--- config.mk ---
export PLATFORM = sky130hd
export DESIGN_NAME = cla_add_sequencer_flat
export DESIGN_NICKNAME = d
export VERILOG_FILES = /design/src/rtl/cla_add_sequencer_if.sv /design/src/rtl/cla_add_sequencer.sv /design/src/flat_wrapper.sv
export SDC_FILE = /design/constraint.sdc
export NUM_CORES = 1
export LEC_CHECK = 0
export CAP_MARGIN = 40
export CORE_MARGIN = 2
export CORE_UTILIZATION = 47
export DETAILED_ROUTE_END_ITERATION = 10
export GPL_ROUTABILITY_DRIVEN = 0
export PLACE_DENSITY_LB_ADDON = 0.15
export SETUP_SLACK_MARGIN = 0.3
export SLEW_MARGIN = 5
export SYNTH_ARGS = -nofsm -noshare
export SYNTH_HDL_FRONTEND = slang
export SYNTH_SLANG_ARGS = --single-unit
--- constraint.sdc ---
create_clock -name clk -period 4.3 [get_ports clk]
set_clock_uncertainty 0.05 [all_clocks]
set_input_delay 1.075 -clock clk [delete_from_list [all_inputs] [get_ports clk]]
set_output_delay 1.075 -clock clk [all_outputs]
set_load 0.01 [all_outputs]
--- src/rtl/cla_add_sequencer_if.sv ---
// Handshake and datapath bus bundle for the CLA adder sequencer.
// slave = sequencer side, master = producer/consumer/datapath side.
interface cla_add_sequencer_if #(
    parameter int N = 16
);
    logic         in_valid;
    logic         in_ready;
    logic [N-1:0] in_a;
    logic [N-1:0] in_b;
    logic         in_cin;
    logic [N-1:0] dp_data_in;
    logic         dp_load_a;
    logic         dp_load_b;
    logic         dp_clr_a;
    logic         dp_clr_b;
    logic         dp_carry_in;
    logic [N:0]   dp_data_out;
    logic         out_valid;
    logic         out_ready;
    logic [N-1:0] out_sum;
    logic         out_cout;
    logic         busy;
    logic         err;

    modport slave (
        input  in_valid, in_a, in_b, in_cin, dp_data_out, out_ready,
        output in_ready, dp_data_in, dp_load_a, dp_load_b, dp_clr_a, dp_clr_b,
               dp_carry_in, out_valid, out_sum, out_cout, busy, err
    );

    modport master (
        output in_valid, in_a, in_b, in_cin, dp_data_out, out_ready,
        input  in_ready, dp_data_in, dp_load_a, dp_load_b, dp_clr_a, dp_clr_b,
               dp_carry_in, out_valid, out_sum, out_cout, busy, err
    );
endinterface

--- src/rtl/cla_add_sequencer.sv ---
// Sequencer that loads operands into a CLA datapath, waits SETTLE cycles and captures {carry, sum}.
// Optional result self-check enabled by defining CLA_SEQ_CHECK_EN (drives sticky err).
module cla_add_sequencer #(
    parameter int N      = 16,
    parameter int SETTLE = 1
) (
    input logic               clk,
    input logic               rst_n,
    cla_add_sequencer_if.slave bus
);
    typedef enum logic [2:0] {
        ST_CLEAR,
        ST_IDLE,
        ST_LOAD_A,
        ST_LOAD_B,
        ST_WAIT,
        ST_OUT
    } state_t;

    localparam logic [3:0] SETTLE_INIT = 4'(SETTLE - 1);

    state_t       state_q, state_d;
    logic [N-1:0] a_q, b_q;
    logic         cin_q;
    logic [N-1:0] sum_q;
    logic         cout_q;
    logic         out_valid_q;
    logic [3:0]   cnt_q;
    logic         capture;
    logic         accept;

    assign accept  = (state_q == ST_IDLE) && bus.in_valid;
    assign capture = (state_q == ST_WAIT) && (cnt_q == 4'd0);

    always_ff @(posedge clk or negedge rst_n) begin
        if (!rst_n) begin
            state_q     <= ST_CLEAR;
            a_q         <= '0;
            b_q         <= '0;
            cin_q       <= 1'b0;
            sum_q       <= '0;
            cout_q      <= 1'b0;
            out_valid_q <= 1'b0;
            cnt_q       <= 4'd0;
        end else begin
            state_q <= state_d;
            if (accept) begin
                a_q   <= bus.in_a;
                b_q   <= bus.in_b;
                cin_q <= bus.in_cin;
            end
            if (state_q == ST_LOAD_B)
                cnt_q <= SETTLE_INIT;
            else if (state_q == ST_WAIT && cnt_q != 4'd0)
                cnt_q <= cnt_q - 4'd1;
            if (capture) begin
                sum_q       <= bus.dp_data_out[N-1:0];
                cout_q      <= bus.dp_data_out[N];
                out_valid_q <= 1'b1;
            end else if (state_q == ST_OUT && bus.out_ready) begin
                out_valid_q <= 1'b0;
            end
        end
    end

    always_comb begin
        state_d        = state_q;
        bus.in_ready   = 1'b0;
        bus.busy       = 1'b1;
        bus.dp_data_in = '0;
        bus.dp_load_a  = 1'b0;
        bus.dp_load_b  = 1'b0;
        bus.dp_clr_a   = 1'b0;
        bus.dp_clr_b   = 1'b0;
        case (state_q)
            ST_CLEAR: begin
                bus.dp_clr_a = 1'b1;
                bus.dp_clr_b = 1'b1;
                state_d      = ST_IDLE;
            end
            ST_IDLE: begin
                bus.in_ready = 1'b1;
                bus.busy     = 1'b0;
                if (bus.in_valid) state_d = ST_LOAD_A;
            end
            ST_LOAD_A: begin
                bus.dp_data_in = a_q;
                bus.dp_load_a  = 1'b1;
                state_d        = ST_LOAD_B;
            end
            ST_LOAD_B: begin
                bus.dp_data_in = b_q;
                bus.dp_load_b  = 1'b1;
                state_d        = ST_WAIT;
            end
            ST_WAIT: begin
                if (cnt_q == 4'd0) state_d = ST_OUT;
            end
            ST_OUT: begin
                if (bus.out_ready) state_d = ST_CLEAR;
            end
            default: state_d = ST_CLEAR;
        endcase
    end

    assign bus.dp_carry_in = cin_q;
    assign bus.out_valid   = out_valid_q;
    assign bus.out_sum     = sum_q;
    assign bus.out_cout    = cout_q;

`ifdef CLA_SEQ_CHECK_EN
    logic [N:0] ref_sum;
    logic       err_q;

    assign ref_sum = {1'b0, a_q} + {1'b0, b_q} + {{N{1'b0}}, cin_q};

    // Sticky: only reset clears a detected datapath mismatch.
    always_ff @(posedge clk or negedge rst_n) begin
        if (!rst_n)
            err_q <= 1'b0;
        else if (capture && (bus.dp_data_out != ref_sum))
            err_q <= 1'b1;
    end

    assign bus.err = err_q;
`else
    assign bus.err = 1'b0;
`endif
endmodule

--- src/flat_wrapper.sv ---
// flat-port wrapper written by rule: the top's interface ports become plain ports
module cla_add_sequencer_flat 
#(
    parameter int N      = 16,
    parameter int SETTLE = 1
)
  (clk, rst_n, bus_in_valid, bus_in_a, bus_in_b, bus_in_cin, bus_dp_data_out, bus_out_ready, bus_in_ready, bus_dp_data_in, bus_dp_load_a, bus_dp_load_b, bus_dp_clr_a, bus_dp_clr_b, bus_dp_carry_in, bus_out_valid, bus_out_sum, bus_out_cout, bus_busy, bus_err);
  cla_add_sequencer_if #(.N(N)) bus_i ();
  input logic clk;
  input logic rst_n;
  input wire logic [$bits(bus_i.in_valid)-1:0] bus_in_valid;
  input wire logic [$bits(bus_i.in_a)-1:0] bus_in_a;
  input wire logic [$bits(bus_i.in_b)-1:0] bus_in_b;
  input wire logic [$bits(bus_i.in_cin)-1:0] bus_in_cin;
  input wire logic [$bits(bus_i.dp_data_out)-1:0] bus_dp_data_out;
  input wire logic [$bits(bus_i.out_ready)-1:0] bus_out_ready;
  output wire logic [$bits(bus_i.in_ready)-1:0] bus_in_ready;
  output wire logic [$bits(bus_i.dp_data_in)-1:0] bus_dp_data_in;
  output wire logic [$bits(bus_i.dp_load_a)-1:0] bus_dp_load_a;
  output wire logic [$bits(bus_i.dp_load_b)-1:0] bus_dp_load_b;
  output wire logic [$bits(bus_i.dp_clr_a)-1:0] bus_dp_clr_a;
  output wire logic [$bits(bus_i.dp_clr_b)-1:0] bus_dp_clr_b;
  output wire logic [$bits(bus_i.dp_carry_in)-1:0] bus_dp_carry_in;
  output wire logic [$bits(bus_i.out_valid)-1:0] bus_out_valid;
  output wire logic [$bits(bus_i.out_sum)-1:0] bus_out_sum;
  output wire logic [$bits(bus_i.out_cout)-1:0] bus_out_cout;
  output wire logic [$bits(bus_i.busy)-1:0] bus_busy;
  output wire logic [$bits(bus_i.err)-1:0] bus_err;
  assign bus_i.in_valid = bus_in_valid;
  assign bus_i.in_a = bus_in_a;
  assign bus_i.in_b = bus_in_b;
  assign bus_i.in_cin = bus_in_cin;
  assign bus_i.dp_data_out = bus_dp_data_out;
  assign bus_i.out_ready = bus_out_ready;
  assign bus_in_ready = bus_i.in_ready;
  assign bus_dp_data_in = bus_i.dp_data_in;
  assign bus_dp_load_a = bus_i.dp_load_a;
  assign bus_dp_load_b = bus_i.dp_load_b;
  assign bus_dp_clr_a = bus_i.dp_clr_a;
  assign bus_dp_clr_b = bus_i.dp_clr_b;
  assign bus_dp_carry_in = bus_i.dp_carry_in;
  assign bus_out_valid = bus_i.out_valid;
  assign bus_out_sum = bus_i.out_sum;
  assign bus_out_cout = bus_i.out_cout;
  assign bus_busy = bus_i.busy;
  assign bus_err = bus_i.err;
  cla_add_sequencer #(.N(N), .SETTLE(SETTLE)) u_core (.clk(clk), .rst_n(rst_n), .bus(bus_i));
endmodule
==> metrics.md, run 1 <==
| Metric | Value |
|---|---|
| Number of synthesized flops with an enable pin | 0 |
| Slew at the pin with the worst max-slew slack | approximately 750 ps |
| Max Transition Viols Final | 0 |
| Per-instance average area after synthesis | around 14 sq um |
| Clock slew at reported path FFs | 60 ps |
| WHS Path Cells | 1 |
| Number of hold violations in the final report | 0 |
| Number of antenna violations at the first check in global routing | 0 |
| Origin of the worst min-delay path | u_core.bus.out_sum[15]$_DFFE_PN0P_ |
| Master of the slowest instance on the critical path | dfrtp_1 |
| FFs w/ async S/R, synth | 1.00 |
| Floorplan die height | around 80 microns |
| Vias post-DR | around 1.8k |
| Area of the mapped netlist | approximately 0.0026 sq mm |
| Primary FF master, synth | dfrtp_1 |
| Worst hold-check path type | reg -> reg |
| Unrepaired setup endpoints after global routing | false |
| Routed length per placed instance | 15.7 microns |
| Clock share of power | 0.191 |
| WP data arrival | 2530 ps |
| Drt total wl | 5460 microns |
| Synthesis warning total | 0 |
| Cell-by-cell trace of the critical path | nand3b_1 > clkinv_1 > a22o_1 > clkdlybuf4s50_1 |
| Final setup slack of the worst path | approximately 640 ps |
| Port Buffers | 94 |
| Worst path depth | 4 |
| Share of cells above drive strength 1 | 0.262 |
| Top delay family on crit path | buffers and inverters |
| Achievable frequency | 273 MHz |
| Clock buffer depth | 2 |
| Post-route antenna net violation count | 0 |
| Clk_lat worst skew | roughly 320 ps |
| Number of endpoints failing setup at the final stage | 0 |
| Crit path buf inv count | 2 |
| Effective utilization at floorplan | 0.495 |
| Slew margin rel. | 0.502 |
| Largest fanout on the critical path | 17 |
| Chip width | around 80 microns |
| Combinational fraction of design power | 0.427 |
| Synthesized instance count | 180 |
| Count of inserted antenna diode cells | 0 |
| Origin of the critical flop-to-flop path | u_core.state_q[1]$_DFFE_PN0P_ |
| Shortest period the worst path allows | between 3000 and 4000 ps |
| Worst reg-to-reg path cell count | 3 |
| Slack of the worst reg-to-reg path | approximately 2400 ps |
| Final worst-path cycle share | 0.850 |
| Type of origin of the critical path | register |
| Number of cell rows | 26 |
| Floorplan core area | around 0.0052 sq mm |
| Die footprint | between 0.006 and 0.007 sq mm |
| Power Density | between 600 and 700 mW/mm^2 |
| Max-cap violations | 0 |
| Switching power as a share of total power | 0.297 |
| Clock tree from TritonCTS | done |
| Distinct cells, synth | 32 |
| Mapped Nets | between 200 and 250 |
| Internal power | between 1.5 and 2 mW |
| Number of vias per cell after detailed routing | a little over 5 |
| Number of nets in the layout | ~330 |
| Sequential fraction of design power | 0.382 |
| Post-detailed-placement half-perimeter wirelength | around 3800 microns |
| Run status | finished clean |
| Maximum number of pins on one net before global-route repair | 35 |
| Multi-input gate area | 0.00100 sq mm |
| Number of remaining DRC errors | 0 |
| Seq/Total Area, Yosys | 0.567 |
| Clock buffer count from CTS | 9 |
| Pre-Repair DR Iteration Count | 4 |
| Largest stage delay on the critical path | between 500 and 600 ps |
| Worst voltage drop across the vdd grid | about 0.44 mV |
| Sw Pwr | roughly 0.76 mW |
| Sequential cell area in the final layout | between 0.001 and 0.0015 sq mm |
| Cts-stage hold buffer count | 0 |
| Startpoint-to-endpoint class of the critical path | reg -> out |
| Overall track demand over capacity in global routing | 0.194 |
| Cell leakage power | approximately 1.6 nW |
| CTS H-tree depth | 3 |
| Vias in the first global route | 1,801 |
| Iteration-0 DRC Markers | 60 |
| Worst setup startpoint | u_core.state_q[2]$_DFFE_PN0P_ |
| Layout-stage area growth over the synthesis result | 44.9% |
| Post-Route Setup TNS | 0 ps |
| Crit end category | output pin |
| Quantity of gates resized following cts | 0 |
| Overflow after GRT | 0 |
| Post-CTS setup-driven buffer insertion count | 0 |
| Top-level port count | 96 |
| Register bit count reported by yosys | 58 |
| Fill cells | between 300 and 400 |
| Post-Place Setup Slack | between 1000 and 1500 ps |
| Clock tree root driver cell | clkbuf_8 |
| Crit path required time | around 3200 ps |
| TritonCTS Sinks | 58 |
| First-pass GRT wire length | between 8000 and 9000 microns |
## power by group through the flow
| stage | clock, mW | sequential [mW] | combinational, mW |
|---|---|---|---|
| after global routing | 0.540 | 1.01 | 1.17 |
| final | 0.489 | 0.978 | 1.10 |
| after detailed placement | 0 | 0.986 | 1.10 |
| after CTS | 0.503 | 0.978 | 1.11 |
| after floorplan | 0 | 0.965 | 0.630 |
| after global placement | 0 | 0.974 | 1.08 |
## synthesized netlist by cell type, types with 2 or more instances
| master | count | share of area |
|---|---|---|
| dfrtp_1 | 58 | 0.57 |
| mux2_2 | 41 | 0.18 |
| a22o_1 | 16 | 0.055 |
| mux2_4 | 9 | 0.053 |
| nand2_1 | 7 | 0.010 |
| buf_2 | 5 | 0.0098 |
| inv_1 | 4 | 0.0059 |
| nor2_1 | 4 | 0.0059 |
| buf_4 | 3 | 0.0088 |
| mux2i_1 | 3 | 0.012 |
| o21ai_0 | 3 | 0.0059 |
| a21oi_1 | 2 | 0.0039 |
| buf_6 | 2 | 0.0088 |
| ha_1 | 2 | 0.0098 |
| nand2b_1 | 2 | 0.0049 |
| o21a_1 | 2 | 0.0059 |
| or2_2 | 2 | 0.0049 |
## final cells by class
| type | count | share of cell area |
|---|---|---|
| clock buffers | 11 | 0.0408 |
| inverters | 5 | 0.00506 |
| flip-flops and latches | 58 | 0.391 |
| well taps | 70 | 0.0236 |
| repair buffers | 97 | 0.258 |
| multi-input cells | 105 | 0.270 |
| clock inverters | 3 | 0.0108 |
## flip-flops by register name (all words and copies together), names as in the netlist
signal / cells
u_core.a_q: 16
u_core.b_q: 16
u_core.bus.out_sum: 16
u_core.cnt_q: 4
u_core.state_q: 3
u_core.bus.dp_carry_in: 1
u_core.bus.out_cout: 1
u_core.bus.out_valid: 1
## worst paths after layout
| check | endpoint |
|---|---|
| max | bus_dp_data_in[9] |
| min | u_core.bus.out_sum[15]$_DFFE_PN0P_ |
| max reg2reg | u_core.bus.out_sum[10]$_DFFE_PN0P_ |
| min reg2reg | u_core.bus.out_sum[15]$_DFFE_PN0P_ |
| max in group asynchronous | u_core.b_q[4]$_DFFE_PN0P_ |
| min in group asynchronous | u_core.bus.out_sum[14]$_DFFE_PN0P_ |
## cells by family (layout without fill, tap and decap cells)
group / count (synthesis) / in the layout / share of synthesized area
and+or+nand+nor: 24 / 24 / 0.0562
buffers and inverters: 17 / 116 / 0.0440
DFF: 58 / 58 / 0.567
muxes: 53 / 53 / 0.245
AOI/OAI and AO/OA: 25 / 25 / 0.0767
other: 1 / 1 / 0.00146
adders and majority gates: 2 / 2 / 0.00977
## layer usage
metal  vias up  global-route usage  wire (microns)
met5         -                   0               0
met4         0              0.0857              66
met3         5              0.0628             335
met2        64               0.303            2610
met1       880               0.247            2450
li1        830                   -               -
## per-stage QoR
| step | hold slack (ps) | total power, mW | utilization | area [sq um] | cells |
|---|---|---|---|---|---|
| 2_1_floorplan | 413 | 1.60 | - | 2560 | 180 |
| 3_3_place_gp | 437 | 2.06 | 0.680 | 3520 | 335 |
| 5_1_grt | 469 | 2.72 | 0.717 | 3710 | 349 |
| 3_5_place_dp | 443 | 2.09 | 0.680 | 3520 | 335 |
| 6_report | 455 | 2.56 | 0.717 | 3710 | 349 |
| 4_1_cts | 455 | 2.59 | 0.717 | 3710 | 349 |
## layout by cell type, fill, tap and decap left out
cell / n
buf_4: 3
nand2_1: 7
conb_1: 1
a22o_1: 16
a21oi_1: 2
nor3_4: 1
o311ai_0: 1
clkinv_1: 1
o21ai_0: 3
or2_2: 2
or2b_1: 1
mux2i_1: 3
and2_1: 1
mux2_4: 9
clkinv_2: 2
nor4b_1: 1
clkbuf_8: 11
nand2b_1: 2
nor2_1: 4
clkdlybuf4s50_1: 93
ha_1: 2
buf_2: 1
dfrtp_1: 58
nor3b_1: 1
or4_4: 1
o21a_1: 2
nand3b_1: 1
mux2_2: 41
nand2b_4: 1
o31ai_1: 1
nor3_1: 1
bufinv_16: 1
inv_1: 4
No activity file was read; power rests on OpenSTA's default activity.
==> run 2, diff against run 1 <==
CORE_UTILIZATION = 40   (was 47)
clock period = 3 ns   (was 4.3 ns; I/O delays follow)
==> metrics.md, run 2 (same netlist as run 1, synthesis figures left out) <==
| Metric | Value |
|---|---|
| Top-level port count | 96 |
| Clk_lat worst skew | about 340 ps |
| Worst voltage drop across the vdd grid | ~0.50 mV |
| Final worst-path cycle share | 0.925 |
| Clock buffer count from CTS | 9 |
| Unrepaired setup endpoints after global routing | true |
| Pre-Repair DR Iteration Count | 6 |
| Die footprint | approximately 0.007 sq mm |
| Achievable frequency | 360 MHz |
| Vias post-DR | around 1.8k |
| Number of vias per cell after detailed routing | 4.98 |
| Post-Route Setup TNS | 0 ps |
| Startpoint-to-endpoint class of the critical path | reg -> out |
| Chip width | 84 microns |
| Slew margin rel. | 0.584 |
| Commonest non-fill, non-tap cell in the layout | clkdlybuf4s50_1 |
| WP data arrival | 1980 ps |
| # placed instances | 346 |
| Layout-stage area growth over the synthesis result | 50.3% |
| Slew at the pin with the worst max-slew slack | approximately 620 ps |
| Post-detailed-placement half-perimeter wirelength | about 3800 microns |
| Multi-input gate area | 0.00101 sq mm |
| Cts-stage hold buffer count | 0 |
| Port Buffers | 94 |
| Clock buffer depth | 2 |
| Effective utilization at floorplan | 0.408 |
| First-pass GRT wire length | around 9600 microns |
| Max Transition Viols Final | 0 |
| Clock tree root driver cell | clkbuf_8 |
| Floorplan die height | 84 microns |
| Number of nets in the layout | about 340 |
| Worst hold-check path type | in -> async |
| Max-cap violations | 0 |
| Type of origin of the critical path | register |
| Number of antenna violations at the first check in global routing | 0 |
| Crit end category | output pin |
| Number of hold violations in the final report | 0 |
| Final core utilization | 0.613 |
| Iteration-0 DRC Markers | 55 |
| Largest fanout on the critical path | 5 |
| Number of endpoints failing setup at the final stage | 0 |
| Vias in the first global route | ~1.9k |
| Drt total wl | 5610 microns |
| Floorplan core area | ~0.0063 sq mm |
| Share of cells above drive strength 1 | 0.296 |
| Number of cell rows | 29 |
| TritonCTS Sinks | 58 |
| Post-route antenna net violation count | 0 |
| Cell leakage power | ~1.8 nW |
| Overall track demand over capacity in global routing | 0.175 |
| Number of remaining DRC errors | 0 |
| Run status | finished clean |
| Sequential cell area in the final layout | approximately 0.0015 sq mm |
| Fill cells | approximately 520 |
| Clock tree from TritonCTS | done |
| Routed length per placed instance | about 15 microns |
| CTS H-tree depth | 3 |
| Non-Filler Instances | about 370 |
| Power Density | slightly below 1000 mW/mm^2 |
| Clock slew at reported path FFs | around 60 ps |
| Shortest period the worst path allows | around 2800 ps |
| Commonest non-fill, non-tap cells in the layout | clkdlybuf4s50_1, dfrtp_1, mux2_2, a22o_1, clkbuf_8 |
| Maximum number of pins on one net before global-route repair | 34 |
| Count of inserted antenna diode cells | 0 |
| Crit path required time | between 2000 and 2500 ps |
| Overflow after GRT | 0 |
run 2: cell count changes in the layout (fill, tap and decap cells not counted), sizes merged:
cell / before / now
buf: 4 / 15
clkbuf: 11 / 12
clkdlybuf4s50: 93 / 82
dlygate4sd2: 0 / 4
dlymetal6s2s: 0 / 7
run 2: timing repair:
item | 4_1_cts | 5_1_grt
cloned | 1 | 1
pin swaps | 0 | 0
gates resized for setup | 10 | 8
buffers inserted | 3 | 2
endpoints found under the setup margin | 18 | 15
run 2: worst paths after layout:
check                                                        from                            endpoint  slack, ps  depth (start not counted)
worst max-delay path                u_core.state_q[1]$_DFFE_PN0P_                  bus_dp_data_in[12]        220                          5
worst min-delay path                                        rst_n       u_core.state_q[2]$_DFFE_PN0P_        380                          1
worst min register to register  u_core.bus.out_sum[3]$_DFFE_PN0P_   u_core.bus.out_sum[3]$_DFFE_PN0P_        450                          1
max in group asynchronous                                   rst_n          u_core.a_q[11]$_DFFE_PN0P_       1930                          2
worst max register to register        u_core.cnt_q[0]$_DFFE_PN0P_  u_core.bus.out_sum[12]$_DFFE_PN0P_       1150                          5
min in group clk                u_core.bus.out_sum[3]$_DFFE_PN0P_   u_core.bus.out_sum[3]$_DFFE_PN0P_        450                          1
run 2: area by class of cell:
cell class	instances	share of cell area
multi-input combinational	105	0.262
sequential	58	0.378
inverter	5	0.00520
tap	77	0.0250
timing repair buffer	108	0.282
clock buffer	12	0.0377
clock inverter	3	0.0104
run 2: layer usage:
metal,share of wire,vias up,GRT usage,wire length (microns)
met3,0.067,10,0.0682,377
li1,-,850,-,-
met5,0,-,0,0
met1,0.45,911,0.233,2530
met2,0.46,63,0.257,2600
met4,0.018,0,0.0704,102
run 2: worst max-delay path: stages, from the launching register on:
cell and delay (ps):
dfrtp_2 380, or2b_1 280, nor2_4 150, buf_6 150, a22o_1 140, clkdlybuf4s50_1 540
run 2: stage by stage:
step | setup slack [ps] | area (sq um) | power [mW] | hold WS [ps]
finish | 224 | 3850 | 3.74 | 380
detailed placement | 288 | 3580 | 3.05 | 443
floorplan | 754 | 2560 | 2.29 | 404
CTS | 193 | 3810 | 3.79 | 391
global placement | 311 | 3580 | 3.02 | 437
global route | 134 | 3850 | 3.99 | 412
run 2: report_power, final:
part	switching (mW)	internal, mW	total, mW
Combinational	0.629	1.07	1.70
Clock	0.292	0.399	0.691
Sequential	0.188	1.16	1.35
Total	1.11	2.63	3.74
==> run 3, diff against run 2 <==
--- a/config.mk
+++ b/config.mk
@@ -7,4 +7,5 @@
 export LEC_CHECK = 0
 export CAP_MARGIN = 40
+export CORE_ASPECT_RATIO = 1.1
 export CORE_MARGIN = 2
 export CORE_UTILIZATION = 40
@@ -12,5 +13,4 @@
 export GPL_ROUTABILITY_DRIVEN = 0
 export PLACE_DENSITY_LB_ADDON = 0.15
-export SETUP_SLACK_MARGIN = 0.3
 export SLEW_MARGIN = 5
 export SYNTH_ARGS = -nofsm -noshare
==> constraint.sdc (replaced) <==
create_clock -name clk -period 3 [get_ports clk]
set_clock_uncertainty 0.05 [all_clocks]
set_input_delay 0.9 -clock clk [delete_from_list [all_inputs] [get_ports clk]]
set_output_delay 0.9 -clock clk [all_outputs]
set_load 0.01 [all_outputs]
==> metrics.md, run 3 (same netlist as run 1, synthesis figures left out) <==
| Metric | Value |
|---|---|
| Layout-stage area growth over the synthesis result | 51.3% |
| Crit end category | output pin |
| Worst hold-check path type | reg -> reg |
| Clock buffer count from CTS | 9 |
| WP data arrival | just under 2000 ps |
| Post-route antenna net violation count | 0 |
| Vias post-DR | 1,767 |
| Vias in the first global route | around 1.7k |
| Internal power | 2.69 mW |
| Overall track demand over capacity in global routing | 0.160 |
| Crit path required time | between 2000 and 2500 ps |
| Post-Route Setup TNS | 0 ps |
| Power Density | about 990 mW/mm^2 |
| Slew margin rel. | 0.509 |
| Worst setup startpoint | u_core.state_q[1]$_DFFE_PN0P_ |
| Floorplan core area | 0.00619 sq mm |
| Clock share of power | 0.205 |
| Effective utilization at floorplan | 0.413 |
| Worst voltage drop across the vdd grid | 0.518 mV |
| Top delay family on crit path | buffers and inverters |
| Run status | finished clean |
| Multi-input gate area | between 0.001 and 0.0015 sq mm |
| Achievable frequency | 341 MHz |
| Fill cells | roughly 510 |
| Top-level port count | 96 |
| Number of antenna violations at the first check in global routing | 0 |
| Cell-by-cell trace of the critical path | or2b_1 > nor2_4 > buf_6 > a22o_1 > clkdlybuf4s50_1 |
| Combinational fraction of design power | 0.442 |
| Final worst-path cycle share | 0.976 |
| Iteration-0 DRC Markers | 48 |
| Sequential fraction of design power | 0.353 |
| Clk_lat worst skew | roughly 330 ps |
| Largest stage delay on the critical path | 530 ps |
| Port Buffers | 94 |
| Switching power as a share of total power | 0.297 |
| Origin of the critical flop-to-flop path | u_core.state_q[1]$_DFFE_PN0P_ |
| Number of remaining DRC errors | 0 |
| Max Transition Viols Final | 0 |
| Unrepaired setup endpoints after global routing | false |
| Post-detailed-placement half-perimeter wirelength | roughly 3800 microns |
| Routed length per placed instance | approximately 15 microns |
| Drt total wl | approximately 5500 microns |
| Pre-Repair DR Iteration Count | 4 |
| Number of cell rows | 30 |
| Clock tree from TritonCTS | done |
| Clock buffer depth | 2 |
| Number of nets in the layout | 340 |
| Origin of the worst min-delay path | u_core.bus.out_sum[4]$_DFFE_PN0P_ |
| Number of endpoints failing setup at the final stage | 0 |
| Clock tree root driver cell | clkbuf_8 |
| Commonest non-fill, non-tap cells in the layout | clkdlybuf4s50_1, dfrtp_1, mux2_2, a22o_1 |
| Sequential cell area in the final layout | 0.00145 sq mm |
| Maximum number of pins on one net before global-route repair | 34 |
| Share of cells above drive strength 1 | 0.294 |
| Startpoint-to-endpoint class of the critical path | reg -> out |
| Count of inserted antenna diode cells | 0 |
| Post-Place Setup Slack | just over 300 ps |
| Overflow after GRT | 0 |
| Cell leakage power | roughly 1.8 nW |
| Type of origin of the critical path | register |
| Clock slew at reported path FFs | approximately 70 ps |
| Commonest non-fill, non-tap cell in the layout | clkdlybuf4s50_1 |
| Final setup slack of the worst path | ~71 ps |
| Floorplan die height | just under 90 microns |
| TritonCTS Sinks | 58 |
| Die footprint | just over 0.007 sq mm |
| Shortest period the worst path allows | between 2000 and 3000 ps |
| Chip width | ~80 microns |
| Number of vias per cell after detailed routing | approximately 4.8 |
| Number of hold violations in the final report | 0 |
| Sw Pwr | approximately 1.1 mW |
| Max-cap violations | 0 |
| Slew at the pin with the worst max-slew slack | approximately 740 ps |
| CTS H-tree depth | 3 |
| Largest fanout on the critical path | 8 |
| First-pass GRT wire length | 8460 microns |
| Master of the slowest instance on the critical path | clkdlybuf4s50_1 |
| Crit path buf inv count | 2 |
==> run 3: cell types whose count changed in the layout (fill, tap and decap cells not counted), moves of 2 or more <==
| cell | delta |
|---|---|
| clkbuf_1 | -2 |
| dlygate4sd2_1 | -4 |
| clkdlybuf4s50_1 | +2 |
| clkinvlp_4 | +2 |
| buf_4 | -2 |
| dlymetal6s2s_1 | +2 |
==> run 3: layout make-up <==
cell class	instances	share of cell area
clock buffer	9	0.0320
inverter	5	0.00485
timing repair buffer	105	0.277
tap	80	0.0258
multi-input combinational	105	0.261
clock inverter	7	0.0242
sequential	58	0.375
==> run 3: what timing repair did <==
action | in CTS | in global routing
cloned | 0 | 1
pin swaps | 0 | 0
hold endpoints to repair | 0 | 0
gates resized for setup | 2 | 14
buffers inserted | 1 | 1
hold buffers | 0 | 0
endpoints found under the setup margin | 16 | 16
==> run 3: path summary, 6_finish.rpt <==
kind,endpoint,slack (ps),cells after the start
setup / recovery,bus_dp_data_in[4],70,5
max in group asynchronous,u_core.bus.out_sum[7]$_DFFE_PN0P_,1740,2
setup reg to reg,u_core.bus.out_sum[12]$_DFFE_PN0P_,1070,4
hold / removal,u_core.bus.out_sum[4]$_DFFE_PN0P_,450,1
hold reg to reg,u_core.bus.out_sum[4]$_DFFE_PN0P_,450,1
min in group asynchronous,u_core.b_q[6]$_DFFE_PN0P_,580,1
==> run 3: stage by stage <==
stage	hold slack [ps]	utilization	power (mW)	cells	cell area (sq um)
CTS	458	0.617	3.86	367	3820
detailed placement	441	0.580	3.05	350	3590
global placement	437	0.580	3.02	350	3590
global route	470	0.625	4.06	369	3870
floorplan	413	-	2.29	180	2560
finish	454	0.625	3.82	369	3870
==> run 3: power groups by stage <==
stage | combinational, mW | sequential [mW] | clock [mW]
after floorplan | 0.904 | 1.38 | 0
after global placement | 1.66 | 1.36 | 0
after detailed placement | 1.69 | 1.36 | 0
after CTS | 1.71 | 1.35 | 0.806
after global routing | 1.83 | 1.39 | 0.838
final | 1.69 | 1.35 | 0.785
==> run 3: per-layer routing <==
| layer | wire length [microns] | GRT usage |
|---|---|---|
| met5 | 0 | 0 |
| met4 | 111 | 0.0817 |
| met3 | 368 | 0.0515 |
| met2 | 2470 | 0.239 |
| met1 | 2550 | 0.211 |
==> run 3: worst reg2reg max path: stages (launching register included) <==
cell	delay (ps)
dfrtp_2	440
buf_4	160
nand2b_4	150
or4_4	650
mux2_4	360
